**config.mk**
```make
export PLATFORM = sky130hd
export DESIGN_NAME = bram_port_req_ctrl
export DESIGN_NICKNAME = d
export VERILOG_FILES = /design/src/rtl/bram_ctrl_pkg.sv /design/src/rtl/bram_resp_fifo.sv /design/src/rtl/bram_port_req_ctrl.sv
export SDC_FILE = /design/constraint.sdc
export NUM_CORES = 1
export LEC_CHECK = 0
export ABC_AREA = 1
export ABC_CLOCK_PERIOD_IN_PS = 3000
export CORE_MARGIN = 3
export CORE_UTILIZATION = 46
export DETAILED_ROUTE_END_ITERATION = 10
export HOLD_SLACK_MARGIN = 0.02
export PLACE_DENSITY_LB_ADDON = 0.25
export SLEW_MARGIN = 40
export SYNTH_ARGS = -nofsm -noshare
export SYNTH_HDL_FRONTEND = slang
export SYNTH_SLANG_ARGS = --single-unit
```
**constraint.sdc**
```tcl
create_clock -name CLK -period 3 [get_ports CLK]
set_input_delay 0.6 -clock CLK [delete_from_list [all_inputs] [get_ports CLK]]
set_output_delay 0.6 -clock CLK [all_outputs]
set_load 0.01 [all_outputs]
```
**src/rtl/bram_ctrl_pkg.sv**
```systemverilog
// Shared helpers and types for the BRAM port request controller and its response FIFO.
package bram_ctrl_pkg;

   typedef enum logic {
      REQ_READ  = 1'b0,
      REQ_WRITE = 1'b1
   } req_kind_e;

   localparam int DEF_ADDR_WIDTH = 9;
   localparam int DEF_DATA_WIDTH = 32;
   localparam int DEF_PIPELINED  = 0;
   localparam int DEF_RESP_DEPTH = 4;

   function automatic int clog2(input int value);
      int r;
      r = 0;
      while ((1 << r) < value) r++;
      return r;
   endfunction

   // BRAM read latency: the optional output register adds one cycle.
   function automatic int lat_of(input int pipelined);
      return (pipelined != 0) ? 2 : 1;
   endfunction

endpackage

```
**src/rtl/bram_resp_fifo.sv**
```systemverilog
// Small synchronous response FIFO with a registered head word (dout always shows the oldest entry).
module bram_resp_fifo
   import bram_ctrl_pkg::*;
#(
   parameter  int DATA_WIDTH = DEF_DATA_WIDTH,
   parameter  int DEPTH      = DEF_RESP_DEPTH,
   localparam int PTR_W      = clog2(DEPTH),
   localparam int CNT_W      = clog2(DEPTH + 1)
) (
   input  logic                  clk,
   input  logic                  rst_n,
   input  logic                  push,
   input  logic [DATA_WIDTH-1:0] din,
   input  logic                  pop,
   output logic [DATA_WIDTH-1:0] dout,
   output logic                  full,
   output logic                  empty,
   output logic [CNT_W-1:0]      count
);

   logic [DATA_WIDTH-1:0] mem_q [DEPTH];
   logic [PTR_W-1:0]      wr_ptr_q, wr_ptr_d;
   logic [PTR_W-1:0]      rd_ptr_q, rd_ptr_d;
   logic [PTR_W-1:0]      rd_next;
   logic [CNT_W-1:0]      count_q, count_d;
   logic [DATA_WIDTH-1:0] dout_q, dout_d;
   logic                  pop_ok;

   assign pop_ok  = pop & (count_q != '0);
   assign rd_next = rd_ptr_q + PTR_W'(1);

   always_comb begin
      wr_ptr_d = wr_ptr_q + PTR_W'(push);
      rd_ptr_d = rd_ptr_q + PTR_W'(pop_ok);
      count_d  = count_q + CNT_W'(push) - CNT_W'(pop_ok);
      dout_d   = dout_q;
      // The head register refills from the array, or straight from din when the
      // pushed word becomes the new head (FIFO empty, or last entry leaving).
      if (pop_ok && (count_q > CNT_W'(1))) begin
         dout_d = mem_q[rd_next];
      end else if (push && ((count_q == '0) || (pop_ok && (count_q == CNT_W'(1))))) begin
         dout_d = din;
      end
   end

   always_ff @(posedge clk or negedge rst_n) begin
      if (!rst_n) begin
         wr_ptr_q <= '0;
         rd_ptr_q <= '0;
         count_q  <= '0;
         dout_q   <= '0;
      end else begin
         wr_ptr_q <= wr_ptr_d;
         rd_ptr_q <= rd_ptr_d;
         count_q  <= count_d;
         dout_q   <= dout_d;
      end
   end

   always_ff @(posedge clk) begin
      if (push) begin
         mem_q[wr_ptr_q] <= din;
      end
   end

   assign dout  = dout_q;
   assign count = count_q;
   assign full  = (count_q == CNT_W'(DEPTH));
   assign empty = (count_q == '0);

endmodule

```
**src/rtl/bram_port_req_ctrl.sv**
```systemverilog
// Valid/ready front-end for one BRAM port: drives EN/WE/ADDR/DI, tracks read latency,
// and queues returning words in a credit-protected response FIFO.
module bram_port_req_ctrl
   import bram_ctrl_pkg::*;
#(
   parameter int ADDR_WIDTH = DEF_ADDR_WIDTH,
   parameter int DATA_WIDTH = DEF_DATA_WIDTH,
   parameter int PIPELINED  = DEF_PIPELINED,
   parameter int RESP_DEPTH = DEF_RESP_DEPTH
) (
   input  logic                  CLK,
   input  logic                  RST_N,
   input  logic                  req_valid,
   output logic                  req_ready,
   input  logic                  req_write,
   input  logic [ADDR_WIDTH-1:0] req_addr,
   input  logic [DATA_WIDTH-1:0] req_wdata,
   output logic                  resp_valid,
   input  logic                  resp_ready,
   output logic [DATA_WIDTH-1:0] resp_data,
   output logic                  bram_en,
   output logic                  bram_we,
   output logic [ADDR_WIDTH-1:0] bram_addr,
   output logic [DATA_WIDTH-1:0] bram_wdata,
   input  logic [DATA_WIDTH-1:0] bram_rdata
);

   localparam int LAT   = lat_of(PIPELINED);
   localparam int CNT_W = clog2(RESP_DEPTH + 1);

   logic             active_q, active_d;
   logic [LAT-1:0]   vld_q, vld_d;
   logic [CNT_W-1:0] inflight_cnt;
   logic [CNT_W-1:0] fifo_cnt;
   logic             fifo_full;
   logic             fifo_empty;
   logic             is_write;
   logic             credit_ok;
   logic             rd_accept;
   logic             push;
   logic             pop;

   assign is_write = (req_kind_e'(req_write) == REQ_WRITE);

   always_comb begin
      inflight_cnt = '0;
      for (int i = 0; i < LAT; i++) begin
         inflight_cnt = inflight_cnt + CNT_W'(vld_q[i]);
      end
   end

   // Every read in flight or already queued holds one FIFO slot, so a push never finds it full.
   assign credit_ok = ({1'b0, inflight_cnt} + {1'b0, fifo_cnt}) < (CNT_W + 1)'(RESP_DEPTH);
   assign req_ready = active_q & (is_write | credit_ok);

   assign bram_en    = req_valid & req_ready;
   assign bram_we    = is_write & bram_en;
   assign bram_addr  = req_addr;
   assign bram_wdata = req_wdata;
   assign rd_accept  = bram_en & ~is_write;

   generate
      if (LAT == 1) begin : g_lat1
         assign vld_d = rd_accept;
      end else begin : g_latn
         assign vld_d = {vld_q[LAT-2:0], rd_accept};
      end
   endgenerate

   assign active_d = 1'b1;

   always_ff @(posedge CLK or negedge RST_N) begin
      if (!RST_N) begin
         active_q <= 1'b0;
         vld_q    <= '0;
      end else begin
         active_q <= active_d;
         vld_q    <= vld_d;
      end
   end

   assign push       = vld_q[LAT-1];
   assign resp_valid = ~fifo_empty;
   assign pop        = resp_valid & resp_ready;

   bram_resp_fifo #(
      .DATA_WIDTH (DATA_WIDTH),
      .DEPTH      (RESP_DEPTH)
   ) u_fifo (
      .clk   (CLK),
      .rst_n (RST_N),
      .push  (push),
      .din   (bram_rdata),
      .pop   (pop),
      .dout  (resp_data),
      .full  (fifo_full),
      .empty (fifo_empty),
      .count (fifo_cnt)
   );

   a_no_overflow: assert property (@(posedge CLK) disable iff (!RST_N) !(push && fifo_full && !pop));

endmodule

```
== Word-level counts from Yosys, hierarchy flattened ==
Memories as Yosys holds them, arrays and structs flattened.
Cells that the tools add are included.
Cells by class
  add/sub/neg operators: 6
  multipliers: 0
  div/mod/pow operators: 0
  $lt $le $gt $ge: 2
  eq/ne operators: 1
  shifts and indexed selects: 0
  multiplexer cells: 4
  bitwise operators: 9
  reductions and logical operators: 7
Operators with widths (number)
  $mux 32: 2
  $and 1x1->1: 6
  $add 1x3->4: 1
  $add 2x1->2: 2
  $lt 4x3->1 const B: 1
  $add 3x1->3: 1
  $eq 3x1->1 const B: 1
  $gt 3x1->1 const B: 1
  $logic_and 1x1->1: 3
  $logic_not 3->1: 1
  $reduce_bool 3->1: 1
  $sub 3x1->3: 1
  $add 2x1->2 const B: 1
  $mux 1: 2
  $not 1->1: 2
  $reduce_bool 2->1: 1
  $logic_or 1x1->1: 1
  $or 1x1->1: 1
Word-level totals
  flip-flop bits (word level): 41
  latch bits: 0
  bits in writable memories: 128
  ROM bits: 0
  output and inout bits: 77
  logic and storage cells: 36
  memories: 1
Memory list
  u_fifo.mem_q: words 4, width 32, rd ports 1, clocked after Yosys merged registers in 0, wr ports 1, RTL line bram_resp_fifo.sv:21  | logic [DATA_WIDTH-1:0] mem_q [DEPTH];

== Logic depth before layout (Yosys ltp) ==
  depth in word-level cells: 9
  mapped depth: 11
  mapped depth without buffers: 10

== Hierarchy ==
A second synthesis with hierarchy kept.
Second synthesis, totals
  cells, all modules: 753
  area total of the unflattened synthesis: 7495.9 um^2
By module, submodules not included
  bram_resp_fifo: instances 1, cells an instance 692, area an instance 7060.5 um^2
  bram_port_req_ctrl: instances 1, cells an instance 61, area an instance 435.4 um^2

== Least setup slack after synthesis ==
Ideal clock, no wire load.
  path kind: register to register
  from: register vld_q, in the netlist push
  to: memory u_fifo.mem_q[0][0] (netlist bit), enable pin
  arrival time: 2.734 ns
  slack: -0.195 ns
  stages on the path, launching flop included: 3
  path buffers: 0
  clock period less this slack: 3.195 ns
  cells stage by stage: dfrtp_1 -> inv_1 -> nor3_1
On the way
  longest elaborated chain between the ends: 2
Ends and longest elaborated chain
  start: declaration: RTL line bram_port_req_ctrl.sv:32  | logic [LAT-1:0] vld_q, vld_d;
  start signal: assignment: RTL line bram_port_req_ctrl.sv:78  | vld_q <= vld_d;
  $mux 1: RTL line bram_resp_fifo.sv:61  | if (push) begin
  $mux 1 (implied by the code): RTL line bram_resp_fifo.sv:62  | mem_q[wr_ptr_q] <= din;
  end: declaration: RTL line bram_resp_fifo.sv:21
No other way between the ends.

== Worst setup path in the final report ==
  from: register u_fifo.count_q[1], in the netlist u_fifo.count[1]
  to: output port bram_we
On the way
  longest elaborated chain between the ends: 6
Ends and longest elaborated chain
  start: declaration: RTL line bram_resp_fifo.sv:25  | logic [CNT_W-1:0] count_q, count_d;
  start signal: assignment: RTL line bram_resp_fifo.sv:55  | count_q <= count_d;
  $add 1x3->4: RTL line bram_port_req_ctrl.sv:53  | assign credit_ok = ({1'b0, inflight_cnt} + {1'b0, fifo_cnt}) < (CNT_W + 1)'(RESP_DEPTH);
  $lt 4x3->1: RTL line bram_port_req_ctrl.sv:53
  $or 1x1->1: RTL line bram_port_req_ctrl.sv:54  | assign req_ready = active_q & (is_write | credit_ok);
  $and 1x1->1: RTL line bram_port_req_ctrl.sv:54
  $and 1x1->1: RTL line bram_port_req_ctrl.sv:56  | assign bram_en = req_valid & req_ready;
  $and 1x1->1: RTL line bram_port_req_ctrl.sv:57  | assign bram_we = is_write & bram_en;
  end: declaration: RTL line bram_port_req_ctrl.sv:22  | output logic bram_we,
No other way between the ends.

==> run_results.csv <==
group,metric,value,unit
status,status,"complete, no violations",
run,cap_violations,0,
logic_synthesis,muxShareOfSynthArea,0,
timing,drv_slew,0,
setup_path,path_buf_inv,2,
global_routing,grt_use_total,0.186,
timing,hold_violations,0,
logic_synthesis,yosysWarnings,0,
logic_synthesis,synth.avg_cell_area,10.6,µm²
cts,h-tree-depth,4,
cts,clkTransAtPathRegs,0.06,ns
logic_synthesis,synth_xor_area_frac,0.00353,
final_layout,fin_util,0.555,
final_layout,final_cell_mix,"nand2_1 (252), edfxtp_1 (128), nand3_1 (79), clkdlybuf4s50_1 (71), o21ai_1 (45)",
timing,fin_worst_skew,0.00625,ns
drt,vias,4868,
drt,dr.pass1.iters,4,
final_layout,drive_gt1_frac,0.0857,
final_layout,layout_commonest_cell,"nand2_1",
logic_synthesis,ys_seq_area_frac,0.654,
logic_synthesis,synthCells,702,
floorplan,fp.dieH,133,µm
timing,fmax,354,MHz
floorplan,die_area,0.0177,mm²
power_and_ir_drop,leakagePower,3.59,nW
placement,globalplace.congestion,0.767,
placement,dp_cells,926,
logic_synthesis,syn_nets,785,
drt,drt_iter0_markers,288,
floorplan,pin_count,155,
cts,cts_max_path_buffers,2,
min_path,holdCritPathClass,"in2async",
final_layout,syn_to_final_growth,15.8,%
setup_path,path_cells,"ha_1 > nor2_1 > nand2_1 > a21oi_1 > nand3_1 > inv_1 > clkdlybuf4s50_1",
power_and_ir_drop,p_per_area,945,mW/mm²
logic_synthesis,syn_area,0.00744,mm²
global_routing,overflow,0,
setup_path,end_kind,"primary output",
global_routing,antenna_found_initial,0,
cts,ctsHoldBuffers,0,
logic_synthesis,synth_fa_ha_area_frac,0.00941,
cts,cts_tree,"built",
timing,rsz0062_at_grt,"false",
logic_synthesis,yosys.area_share.simple,0.200,
drt,wl_per_cell,16.6,µm
setup_path,critPathTopFamily,"buffers and inverters",
drt,routed_wl,15900,µm
cts,post_cts_buffers,0,
timing,setup_viol_count_final,0,
setup_path,path_max_fanout,5,
drt,remaining_drc_errors,0,
cts,cts_resized,0,
floorplan,core_area,0.0155,mm²
cts,cts_sinks,169,
logic_synthesis,synth_top_family_by_area,"simple AND/OR/NAND/NOR gates",
logic_synthesis,ys.flop_type,"edfxtp_1",
final_layout,diodes,0,
logic_synthesis,ys_ff_latch,169,
floorplan,row_count,45,
global_routing,grt_max_degree,59,
floorplan,start_util,0.479,
setup_path,slowest_stage,"clkdlybuf4s50_1",
placement,dp_hpwl,9320,µm
global_routing,grt_pass1_vias,4882,
final_layout,nets,817,
floorplan,die_x,133,µm
logic_synthesis,synth_compound_area_frac,0.0370,
timing,tightest_slew,0.668,ns
drt,via_per_inst,5.08,
final_layout,final_cells,958,
setup_path,arrival,2.23,ns
cts,clock_latency,0.42,ns
logic_synthesis,yosys.cell_types.count,28,
cts,numCtsBuffers,17,
global_routing,grt_pass1_wl,25900,µm
logic_synthesis,synth-edff-count,128,
power_and_ir_drop,p_total,8.14,mW
timing,fin_crit,2.83,ns
setup_path,slowest_delay,0.53,ns
timing,timing.final.crit_share,0.942,
power_and_ir_drop,ir_worst_vdd,0.450,mV
placement,numPortBuffers,72,
drt,ant_nets,0,
timing,tns,0,ns
timing,slew_headroom,0.554,
timing,fin_hold_ws,0.184,ns
setup_path,cp-start-kind,"flop",
logic_synthesis,async_flop_share,0.243,
setup_path,cp.required,2.40,ns
setup_path,worstSetupPathType,"reg2out",
cts,cts_root_buf,"clkbuf_16",
## cells in the mapped netlist, types with 2 or more instances
cell type  instances  area [µm²]
buf_8              3        45.0
edfxtp_1         128        3840
nand2_1          252         946
buf_4             42         315
o21ai_1           45         225
buf_2             15        75.1
inv_1             39         146
nor2_1             5        18.8
a21oi_1            3        15.0
nand3_1           79         395
xor2_1             3        26.3
clkbuf_2           2        10.0
dfrtp_1           41        1030
nand2_4            2        22.5
nand2_2            5        31.3
inv_2              4        15.0
clkbuf_1           5        18.8
buf_6              7        78.8
o21ai_0            7        35.0
nor3_1             4        20.0
ha_1               4        50.1
## routing by layer
metal,track usage,wire length [µm]
met1,0.240,6960
met2,0.301,7740
met3,0.0427,786
met4,0.0874,448
met5,0,0
## through the flow
step           setup WS [ns]  instance area (µm²)
2_1_floorplan         -0.195                 7440
3_5_place_dp           0.257                 8020
6_report               0.175                 8620
4_1_cts                0.141                 8620
5_1_grt               0.0147                 8620
3_3_place_gp           0.370                 8020
## worst paths after layout
check / from / to / slack, ns / cells after the start
worst min-delay path: RST_N / u_fifo.dout[21]$_DFFE_PN0P_ / 0.18 / 1
max in group asynchronous: RST_N / u_fifo.dout[8]$_DFFE_PN0P_ / 2.41 / 1
min in group CLK: u_fifo.dout[0]$_DFFE_PN0P_ / u_fifo.dout[0]$_DFFE_PN0P_ / 0.47 / 2
worst max register to register: u_fifo.count[1]$_DFF_PN0_ / u_fifo.count[2]$_DFF_PN0_ / 1.04 / 10
worst min register to register: u_fifo.dout[0]$_DFFE_PN0P_ / u_fifo.dout[0]$_DFFE_PN0P_ / 0.47 / 2
worst max-delay path: u_fifo.count[1]$_DFF_PN0_ / bram_we / 0.17 / 7
## logic make-up (layout without fill, tap and decap cells)
family          count (synthesis)  after routing
simple gates                  351            351
flops                         169            169
buf+inv                       118            163
compound gates                 55             55
fa+ha+maj                       5              5
xor+xnor                        3              3
other cells                     1              1
## registers in the layout, indices dropped and copies added (netlist names)
register	cells
u_fifo.wr_ptr_q	2
u_fifo.mem_q	128
push	1
u_fifo.count	3
u_fifo.rd_ptr_q	2
u_fifo.dout	32
active_q	1
## where the power goes
group          total [mW]  leakage [nW]  internal, mW  switching, mW
Sequential           3.09          1.64          2.89          0.204
Clock                2.22         0.287          1.37          0.842
Combinational        2.83          1.67          1.07           1.76
## layout make-up
class	instances	area (µm²)
Inverter	43	161
Sequential cell	169	4870
Multi-Input combinational cell	415	1880
Clock inverter	7	115
Timing Repair Buffer	88	838
Clock buffer	25	485
Tap cell	211	264
Fill cell	1319	6920
Power figures use the tool's default switching activity.
